===== src/rtl/uart_tx_mmio.sv =====
// uart_tx_mmio: memory-mapped 8N1 UART transmitter for the core data bus.
// Stores to TXDATA are queued in a small FIFO and serialised LSB-first onto
// tx. STATUS and DIV read back combinationally. hit tells the parent that
// HRDATA belongs to this block.
module uart_tx_mmio #(
  parameter int unsigned LENGTH       = 32,
  parameter logic [31:0] BASE_ADDR    = 32'h1001_0000,
  parameter int unsigned CLKS_PER_BIT = 434,
  parameter int unsigned FIFO_DEPTH   = 4
) (
  input  logic              clock,
  input  logic              reset,
  input  logic [LENGTH-1:0] HADDR,
  input  logic              MemWrite,
  input  logic [LENGTH-1:0] WDATA,
  output logic [LENGTH-1:0] HRDATA,
  output logic              hit,
  output logic              tx,
  output logic              tx_busy
);

  localparam int unsigned   AW       = $clog2(FIFO_DEPTH);
  localparam int unsigned   CW       = AW + 1;
  localparam logic [CW-1:0] FULL_CNT = CW'(FIFO_DEPTH);
  localparam logic [15:0]   DIV_RST  = 16'(CLKS_PER_BIT);

  typedef enum logic [1:0] {
    S_IDLE  = 2'd0,
    S_START = 2'd1,
    S_DATA  = 2'd2,
    S_STOP  = 2'd3
  } state_t;

  // FSM and serialiser state
  state_t      state_q, state_d;
  logic [15:0] baud_q, baud_d;
  logic [2:0]  bit_q, bit_d;
  logic [7:0]  shift_q, shift_d;
  logic [15:0] div_act_q, div_act_d;
  logic        tx_q, tx_d;
  logic        busy_q, busy_d;

  // Register file and FIFO state
  logic [15:0]   div_q, div_d;
  logic          ovf_q, ovf_d;
  logic [AW-1:0] wr_ptr_q, wr_ptr_d;
  logic [AW-1:0] rd_ptr_q, rd_ptr_d;
  logic [CW-1:0] count_q, count_d;
  logic [7:0]    mem_q [FIFO_DEPTH];
  logic [7:0]    mem_d [FIFO_DEPTH];

  // Bus decode and FIFO handshake
  logic       wr_en;
  logic [1:0] sel;
  logic       push_req;
  logic       push_ok;
  logic       pop;
  logic       fifo_empty;
  logic       fifo_full;
  logic       bit_end;
  logic [3:0] count4;
  logic [7:0] status_byte;

  // Low address bits and upper store data bits are not decoded.
  logic unused_bits;
  assign unused_bits = ^{HADDR[1:0], WDATA[LENGTH-1:16]};

  assign hit     = (HADDR[LENGTH-1:4] == BASE_ADDR[LENGTH-1:4]);
  assign tx      = tx_q;
  assign tx_busy = busy_q;

  // Decode stores, and decide pushes and pops for this cycle
  always_comb begin
    wr_en      = MemWrite & hit;
    sel        = HADDR[3:2];
    push_req   = wr_en && (sel == 2'd0);
    fifo_empty = (count_q == '0);
    fifo_full  = (count_q == FULL_CNT);
    bit_end    = (baud_q == 16'd0);
    // A frame starts from IDLE, or directly from the last STOP cycle.
    pop        = !fifo_empty &&
                 ((state_q == S_IDLE) || ((state_q == S_STOP) && bit_end));
    // A full FIFO still accepts a push in the cycle a byte leaves it.
    push_ok    = push_req && (!fifo_full || pop);
  end

  // FIFO storage, pointers, count and register-file next state
  always_comb begin
    mem_d    = mem_q;
    wr_ptr_d = wr_ptr_q;
    rd_ptr_d = rd_ptr_q;
    count_d  = count_q;
    ovf_d    = ovf_q;
    div_d    = div_q;

    if (push_ok) begin
      mem_d[wr_ptr_q] = WDATA[7:0];
      wr_ptr_d        = wr_ptr_q + AW'(1);
    end
    if (pop) begin
      rd_ptr_d = rd_ptr_q + AW'(1);
    end
    unique case ({push_ok, pop})
      2'b10:   count_d = count_q + CW'(1);
      2'b01:   count_d = count_q - CW'(1);
      default: count_d = count_q;
    endcase

    if (push_req && !push_ok) begin
      ovf_d = 1'b1;
    end else if (wr_en && (sel == 2'd1) && WDATA[3]) begin
      ovf_d = 1'b0;
    end

    // A divisor below 2 cannot time a bit, so such writes are discarded.
    if (wr_en && (sel == 2'd2) && (WDATA[15:0] >= 16'd2)) begin
      div_d = WDATA[15:0];
    end
  end

  // Serialiser FSM next state: START, 8 DATA bits LSB first, STOP
  always_comb begin
    state_d   = state_q;
    baud_d    = baud_q;
    bit_d     = bit_q;
    shift_d   = shift_q;
    div_act_d = div_act_q;
    tx_d      = tx_q;
    busy_d    = busy_q;

    unique case (state_q)
      S_IDLE: begin
        tx_d = 1'b1;
      end
      S_START: begin
        if (bit_end) begin
          state_d = S_DATA;
          baud_d  = div_act_q - 16'd1;
          bit_d   = 3'd0;
          tx_d    = shift_q[0];
        end else begin
          baud_d = baud_q - 16'd1;
        end
      end
      S_DATA: begin
        if (bit_end) begin
          baud_d = div_act_q - 16'd1;
          if (bit_q == 3'd7) begin
            state_d = S_STOP;
            tx_d    = 1'b1;
          end else begin
            bit_d   = bit_q + 3'd1;
            shift_d = {1'b0, shift_q[7:1]};
            tx_d    = shift_q[1];
          end
        end else begin
          baud_d = baud_q - 16'd1;
        end
      end
      S_STOP: begin
        if (bit_end) begin
          state_d = S_IDLE;
          busy_d  = 1'b0;
          tx_d    = 1'b1;
        end else begin
          baud_d = baud_q - 16'd1;
        end
      end
      default: begin
        state_d = S_IDLE;
        tx_d    = 1'b1;
        busy_d  = 1'b0;
      end
    endcase

    // Frame start overrides the IDLE/STOP defaults; the divisor is frozen
    // here so a DIV write mid-frame only affects later frames.
    if (pop) begin
      state_d   = S_START;
      shift_d   = mem_q[rd_ptr_q];
      div_act_d = div_q;
      baud_d    = div_q - 16'd1;
      tx_d      = 1'b0;
      busy_d    = 1'b1;
    end
  end

  // Combinational read mux for STATUS and DIV
  always_comb begin
    count4      = 4'(count_q);
    status_byte = {count4, ovf_q, fifo_empty, fifo_full, busy_q};
    HRDATA      = '0;
    if (hit) begin
      unique case (sel)
        2'd1:    HRDATA[7:0]  = status_byte;
        2'd2:    HRDATA[15:0] = div_q;
        default: HRDATA       = '0;
      endcase
    end
  end

  // Control registers with synchronous active-low reset; reset abandons any frame
  always_ff @(posedge clock) begin
    if (!reset) begin
      state_q  <= S_IDLE;
      baud_q   <= '0;
      bit_q    <= '0;
      tx_q     <= 1'b1;
      busy_q   <= 1'b0;
      div_q    <= DIV_RST;
      ovf_q    <= 1'b0;
      wr_ptr_q <= '0;
      rd_ptr_q <= '0;
      count_q  <= '0;
    end else begin
      state_q  <= state_d;
      baud_q   <= baud_d;
      bit_q    <= bit_d;
      tx_q     <= tx_d;
      busy_q   <= busy_d;
      div_q    <= div_d;
      ovf_q    <= ovf_d;
      wr_ptr_q <= wr_ptr_d;
      rd_ptr_q <= rd_ptr_d;
      count_q  <= count_d;
    end
  end

  // Data registers carry no reset; they are always loaded before use
  always_ff @(posedge clock) begin
    shift_q   <= shift_d;
    div_act_q <= div_act_d;
    mem_q     <= mem_d;
  end

endmodule

===== config.mk =====
export PLATFORM = sky130hd
export DESIGN_NAME = uart_tx_mmio
export DESIGN_NICKNAME = d
export VERILOG_FILES = /design/src/rtl/uart_tx_mmio.sv
export SDC_FILE = /design/constraint.sdc
export NUM_CORES = 1
export LEC_CHECK = 0
export ABC_AREA = 1
export ABC_CLOCK_PERIOD_IN_PS = 2650
export CORE_MARGIN = 5
export CORE_UTILIZATION = 40
export CTS_CLUSTER_SIZE = 10
export DETAILED_ROUTE_END_ITERATION = 10
export PLACE_DENSITY = 0.65
export SKIP_CTS_REPAIR_TIMING = 1
export SLEW_MARGIN = 40
export SYNTH_ARGS = -nofsm -noshare
export SYNTH_HDL_FRONTEND = slang
export SYNTH_SLANG_ARGS = --single-unit

===== constraint.sdc =====
create_clock -name clock -period 2.65 [get_ports clock]
set_input_delay 0.795 -clock clock [delete_from_list [all_inputs] [get_ports clock]]
set_output_delay 0.795 -clock clock [all_outputs]
set_load 0.1 [all_outputs]

After elaboration in Yosys (flattened, before gate mapping)
Cells that the tools add are included.
Word-level totals
  output and inout port bits: 35
  register bits: 103
Cells by class
  add/sub/neg operators: 8
  reductions and logical operators: 37
  $lt $le $gt $ge: 4
  bitwise gates (word level): 4
  mux-type cells: 39
  equality and inequality tests: 21
Operator list (number)
  16-bit 2-to-1 mux: 4
  8-bit 2-to-1 mux: 8
  16-bit by 1-bit subtractor with 16-bit output (second input constant): 3
  32-bit bitwise mux: 1
  16-bit case mux with 2 select lines: 1
  28-bit by 25-bit == test with 1-bit output (second input constant): 1
  8-bit binary-select mux with 2-bit select: 1
  8-bit demux with 2-bit select: 1
  16-bit by 2-bit greater-or-equal comparator with 1-bit output (second input constant): 1
  16-bit zero test: 1
  8-bit case mux with 2 select lines: 1
  3-bit inequality test (second input constant): 5
  2-bit inequality test (second input constant): 6
  3-bit case mux with 2 select lines: 2
  2-bit nonzero test: 6
  1-bit 2-to-1 mux: 11
  1-bit logical AND: 10
  5-bit AND reduction: 2
  3-bit 2-to-1 mux: 3
  2-bit == test (second input constant): 4
  2-bit 2-to-1 mux: 4
  3-bit by 1-bit adder with 3-bit output (second input constant): 2
  2-bit by 1-bit == test with 1-bit output (second input constant): 3
  3-bit == test (second input constant): 2
  other kinds (19): 30

Longest topological paths before layout
Gate-level depths: netlist of run 1.
  depth in word-level cells: 9
  gate-level depth with buffers: 16

Worst setup path after synthesis of run 1
No wires, ideal clock.
  path type: input-to-output
  start: input HADDR[29]
  end: output HRDATA[10]
  arrival time: 4.173 ns
  stages: 7
  setup slack: -2.318 ns
  data required time: 1.855 ns
  cells stage by stage: inv_1 > nand2_1 > nor3_1 > nand2_1 > nor2_4 > clkinv_1 > nor3_1
On the way
  cells in the longest elaborated chain, start to end: 2
Ends and longest elaborated chain
  from (decl): line 13  | input logic [LENGTH-1:0] HADDR,
  28-bit by 25-bit == test with 1-bit output: line 68  | assign hit = (HADDR[LENGTH-1:4] == BASE_ADDR[LENGTH-1:4]);
  net hit: line 17  | output logic hit,
  16-bit 2-to-1 mux: line 193  | if (hit) begin
  to (decl): line 16  | output logic [LENGTH-1:0] HRDATA,
The timed path passes the listed nets, and every way through them passes these cells.

Worst setup path in the final report of run 1
  start: input HADDR[29]
  end: output HRDATA[1]
On the way
  cells in the longest elaborated chain, start to end: 2
Ends and longest elaborated chain (line)
  28-bit by 25-bit == test with 1-bit output: 68
  16-bit 2-to-1 mux: 193
No other way between the ends.

==> results.cfg, run 1 <==
[timing]
timing.fmax_mhz = 349
maxSlewHeadroom_pct = 50.2
clock_skew_ns = 0.00586
fin_ws_ns = -0.217
fin_crit_ns = 2.87
rsz0062_at_grt = true
maxSlewViolCount = 0
worst_pin_slew_ns = 0.742
fin_hold_ws_ns = 0.456
hold_viol = 0
period_share_pct = 108
setup_viol = 17

[critical_path]
worstPathArrival_ns = 2.07
crit_type = primary input to output pin
crit_top_cell = nand2_2
r2r-start = baud_q[0]
ff2ff_path_depth = 16
crit_path_end = HRDATA[1]
regToRegEndpoint = count_q[2]
crit_fanout = 7
cp-start-kind = primary input
max_stage_delay_ns = 0.21
r2r_slack_ns = 0.33
worstPathCellList = clkbuf_2 > inv_2 > nand2_2 > nor3_4 > nand2_2 > nor2_4 > nand2_2 > buf_12 > a21oi_4 > buf_12
crit_required_ns = 1.86
slowest_stage = nor2_4
crit_start = HADDR[29]
end_kind = output pin

[route]
via_count = 5560
routedWlPerCell_um = 13.6
routed_wirelength_mm = 15.9
via_per_inst = 4.75
drtAntennaViolNets = 0
firstDrtPassIters = 5
drtIter0Drc = 377
post-route-drc-count = 0

[cells_and_area]
num_antenna_cells = 0
stdcell_area_um2 = 8170
final_util_pct = 53.5
fillers = 1440
drive_gt1_share_pct = 17.9
final-instance-count-excl-fill = 1171
syn2layout_area_growth_pct = 30.8
fin_nets = 1043

[global_route]
track_usage_pct = 17.7
grt_max_degree = 40
grt_pass1_wl_mm = 25.7
antenna_found_initial = 0
grt_overflow = 0
grt_pass1_vias = 5228

[run_status]
violations = negative setup slack
outcome = finished with violations

[synthesis]
synth-seq-cells = 103
yosysWarnings = 0
seq_area_frac_synth_pct = 42.0
synth_area_um2 = 6250
synth_area_per_cell_um2 = 7.30
ys_types = 42
synthCells = 856

[die]
num_io_pins = 102
die-area_um2 = 18200
core_area_um2 = 15300
row_count = 45
die_w_um = 135
die_h_um = 135
start_util_pct = 40.9

[clocking]
htree_levels = 3
cts_tree = done
clock-sinks = 103
clock_latency_ns = 0.35
numCtsBuffers = 9
cts_root_buf = clkbuf_16
clk_pin_slew_ns = 0.07
cts_buffer_depth = 2

[power]
pwr_density_cell_nw_per_um2 = 827
report.power.total_mw = 6.76
vdd.ir_drop.worst_mv = 0.497
p_leak_nw = 3.52

[place]
dp_cells = 1150
io_buffers = 67
dpl-instance-area_um2 = 7790
gp_congestion = 0.900
place_hpwl_mm = 12.2

[flow_run]
maxCapViolations = 0

[worst_hold_path]
hp-class = register to register
-- metal layers --
layer / GRT usage, % / vias to the layer above / wire length (µm)
met1: 23.4 / 2444 / 7210
li1: - / 2951 / -
met2: 28.9 / 144 / 7470
met3: 4.58 / 21 / 979
met4: 4.93 / 0 / 275
met5: 0 / - / 0
-- area by class of cell --
class	count	area, µm²	area share [%]
inverters	110	442	5.41
flip-flops and latches	103	2620	32.1
clock buffers	9	225	2.76
well taps	211	264	3.23
clock inverters	7	77.6	0.950
multi-input cells	623	3330	40.8
repair buffers	108	1210	14.8
-- worst max-delay path, delay by kind of cell --
kind / cells / cell delay, ns
AO/OA/AOI/OAI: 1 / 0.13
buffers and inverters: 4 / 0.48
AND/OR/NAND/NOR: 5 / 0.65
-- worst min path at each step --
stage                     cells after the start       from       endpoint
after floorplan                               0  div_q[14]  div_act_q[14]
after CTS                                     0  div_q[14]  div_act_q[14]
after detailed placement                      0  div_q[14]  div_act_q[14]
final                                         0  div_q[14]  div_act_q[14]
after global routing                          0  div_q[14]  div_act_q[14]
after global placement                        0  div_q[14]  div_act_q[14]
-- registers in the layout, indices dropped and copies added, names as in the netlist --
name	flops
div_q	16
bit_q	3
shift_q	8
tx	1
wr_ptr_q	2
baud_q	16
mem_q	32
state_q	2
count_q	3
rd_ptr_q	2
ovf_q	1
div_act_q	16
tx_busy	1
-- cells in the final DEF, fill, tap and decap left out, types with 8 or more instances in the layout --
cell type	instances
xor2_1	11
nor2_1	144
o21ai_0	37
inv_2	13
conb_1	16
buf_12	25
nor2_4	8
nor3_1	12
nor2_2	11
nand3_1	75
o21ai_1	11
clkbuf_16	9
nand2_1	176
ha_1	17
nor3_4	11
clkbuf_2	14
nand4_1	18
inv_1	87
a21oi_1	26
clkdlybuf4s50_1	18
edfxtp_1	56
dfxtp_1	47
xnor2_1	8
buf_4	33
dlymetal6s2s_1	10
-- power by group --
part           internal [mW]  switching (mW)
Combinational          0.991            2.11
Clock                  0.744           0.609
Sequential              2.07           0.235
Total                   3.81            2.95
-- cells by family after synthesis --
kind of cell / synth area share, %
xor+xnor: 2.66
buf+inv: 10.2
other cells: 0.0600
flops: 42.0
fa+ha+maj: 4.33
compound gates: 7.77
simple gates: 33.0
-- through the flow --
stage / worst slack [ns] / setup TNS [ns]
2_1_floorplan: -1.03 / -17.14
3_3_place_gp: -0.611 / -22.98
3_5_place_dp: -0.637 / -23.54
4_1_cts: -0.640 / -10.65
5_1_grt: -0.295 / -4.54
6_report: -0.217 / -2.97
-- cells in the mapped netlist --
library cell / instances / area [µm²]
clkinv_2: 1 / 5.00
o211ai_1: 1 / 7.51
inv_2: 2 / 7.51
clkinv_1: 4 / 15.0
nor3_1: 22 / 110
inv_4: 1 / 6.26
buf_2: 4 / 20.0
a21oi_1: 34 / 170
a21oi_2: 1 / 8.76
conb_1: 1 / 3.75
nor2_1: 153 / 574
nor2_4: 3 / 33.8
buf_6: 2 / 22.5
nand3_1: 75 / 375
buf_1: 1 / 3.75
nand4_2: 1 / 12.5
nand2_2: 3 / 18.8
o21ai_1: 8 / 40.0
ha_1: 20 / 250
o22ai_1: 1 / 6.26
or2_2: 1 / 6.26
nor3_2: 1 / 10.0
a31oi_1: 6 / 37.5
fa_1: 1 / 20.0
nor4_1: 2 / 12.5
inv_1: 102 / 383
o21bai_1: 1 / 7.51
nand2_1: 180 / 676
nor3b_1: 1 / 7.51
nor2_2: 7 / 43.8
buf_4: 19 / 143
a211oi_1: 1 / 7.51
xor2_1: 11 / 96.3
nand4_1: 18 / 113
xnor2_1: 8 / 70.1
edfxtp_1: 56 / 1680
dfxtp_1: 47 / 941
o21ai_0: 40 / 200
nand3b_1: 3 / 22.5
nand3_2: 2 / 20.0
clkbuf_1: 9 / 33.8
nand2_4: 2 / 22.5
(Power assumes the default switching activity.)
==> run 2, diff against run 1 <==
- CORE_ASPECT_RATIO: default -> 0.6
- SKIP_LAST_GASP: default -> 1
==> run 2 against run 1 <==
  * The flow still finishes with violations (negative setup slack)
  * Clock power is 7% lower
  * Largest cell class unchanged
  * Critical path type unchanged
  * Via count up 4.2%
  * Total power increased by 0.99%
  * Highest routed layer unchanged
  * Clock-buffer cell count rose by 1
  * Fmax grew 0.54%
  * Global-route usage up 1.4 points
  * Final cell count is 0.60% lower
  * Critical path depth did not move
  * Core utilization down 0.44 points
  * Worst setup slack improved by 0.015 ns
==> results.cfg, run 2 (same netlist as run 1, synthesis figures left out) <==
[run_status]
outcome = finished with violations
violations = negative setup slack

[timing]
fin_crit_ns = 2.85
hold_viol = 0
setup_viol = 16
maxSlewViolCount = 0
timing.fmax_mhz = 351
period_share_pct = 108
clock_skew_ns = 0.00759
rsz0062_at_grt = true
fin_ws_ns = -0.201
fin_hold_ws_ns = 0.440

[die]
row_count = 35
core_area_um2 = 15300
num_io_pins = 102
die_w_um = 171
die_h_um = 107
start_util_pct = 40.8
die-area_um2 = 18300

[place]
place_hpwl_mm = 13.3
gp_congestion = 0.926
pre_cts_slack_ns = -0.693
dpl-instance-area_um2 = 7760
io_buffers = 67

[global_route]
grt_max_degree = 40
use_met1_pct = 30.2
grt_overflow = 0
grt_pass1_wl_mm = 27.6
grt-busiest-layer = met1
grt_use_met2_pct = 25.7
grt_pass1_vias = 5284
antenna_found_initial = 0
met3_usage_pct = 6.41
track_usage_pct = 19.2

[cells_and_area]
num_antenna_cells = 0
top_register = mem_q
final_common_cell = nand2_1
final_cell_mix = nand2_1, nor2_1, inv_1
drive_gt1_share_pct = 16.5
syn2layout_area_growth_pct = 30.3
fin_nets = 1044
largest_register_ffs = 32
stdcell_area_um2 = 8140

[power]
vdd.ir_drop.worst_mv = 0.473
p_leak_nw = 3.55
pwr_density_cell_nw_per_um2 = 839

[critical_path]
r2r_slack_ns = 0.25
worst-path-buf-inv = 5
crit_family = simple AND/OR/NAND/NOR gates
crit_start = HADDR[29]
crit_type = primary input to output pin
end_kind = output pin
cp-start-kind = primary input
crit_top_cell = buf_12
slowest_stage = nor3_4
worstPathCellList = buf_6 > inv_2 > nand2_2 > nor3_2 > nand2_1 > nor2_4 > buf_12 > inv_8 > nor3_4 > buf_12
regToRegEndpoint = count_q[2]
max_stage_delay_ns = 0.21
crit_required_ns = 1.86
ff2ff_path_depth = 16
worstPathArrival_ns = 2.06
r2r-start = baud_q[0]
cp.depth = 10
crit_fanout = 5
crit_path_end = HRDATA[10]

[route]
routed_wirelength_mm = 17.3
firstDrtPassIters = 5
via_per_inst = 4.98
via_count = 5792
drtIter0Drc = 460
drtAntennaViolNets = 0
routedWlPerCell_um = 14.9
post-route-drc-count = 0

[clocking]
cts_buffer_depth = 2
clk_pin_slew_ns = 0.07
clock-sinks = 103
cts_tree = done
numCtsBuffers = 9
htree_levels = 3
clock_latency_ns = 0.35
cts_root_buf = clkbuf_16

[worst_hold_path]
hp-class = register to register

[flow_run]
maxCapViolations = 0
-- run 2: cell count changes in the layout (fill, tap and decap cells not counted), moves of 2 or more --
cell and change:
nor3_4 -2, nand2_1 +2, nor2_2 -2, dlymetal6s2s_1 +7, clkbuf_2 -3, clkinvlp_4 +2
inv_1 +2, nand2_2 -2, buf_6 -3, nor3_2 +2, nor2_1 +2
-- run 2: metal layers --
layer,vias to the layer above,part of all wire [%]
met4,0,0.44
met1,2630,51
met5,-,0
met3,8,9.7
li1,2951,-
met2,203,39
-- run 2: how the worst min path moves through the flow --
stage | start | end | slack, ns | depth (start not counted)
after floorplan | div_q[14] | div_act_q[14] | 0.41 | 0
after global placement | div_q[14] | div_act_q[14] | 0.41 | 0
after detailed placement | div_q[14] | div_act_q[14] | 0.42 | 0
after CTS | div_q[14] | div_act_q[14] | 0.44 | 0
after global routing | div_q[14] | div_act_q[14] | 0.48 | 0
final | div_q[14] | div_act_q[14] | 0.44 | 0
-- run 2: worst reg2reg max path, delay by kind of cell (launching register included) --
| family | cells | cell delay, ns |
|---|---|---|
| AOI/OAI and AO/OA | 3 | 0.22 |
| adders and majority gates | 3 | 0.61 |
| buffers and inverters | 4 | 0.40 |
| DFF | 1 | 0.31 |
| and+or+nand+nor | 6 | 0.76 |
-- run 2: report_power, final --
group	internal [mW]	switching, mW	leakage (nW)
combinational	1.03	2.25	2.53
clock	0.645	0.610	0.131
sequential	2.07	0.217	0.888
-- run 2: layout make-up --
| class | instances | area [µm²] |
|---|---|---|
| clock buffers | 10 | 229 |
| clock inverters | 6 | 45.0 |
| fillers | 1487 | 7190 |
| inverters | 110 | 442 |
| multi-input cells | 623 | 3300 |
| flip-flops and latches | 103 | 2620 |
| well taps | 203 | 254 |
| repair buffers | 108 | 1230 |
| repair inverters | 1 | 11.3 |
-- run 2: metrics by stage --
step | setup TNS [ns] | total power, mW | std cells | util [%]
after floorplan | -17.14 | 4.69 | 871 | -
after detailed placement | -25.64 | 5.51 | 1143 | 50.7
final | -2.73 | 6.82 | 1164 | 53.1
after global placement | -25.06 | 5.46 | 1143 | 50.7
after CTS | -12.96 | 6.77 | 1159 | 52.4
after global routing | -4.33 | 7.34 | 1164 | 53.1
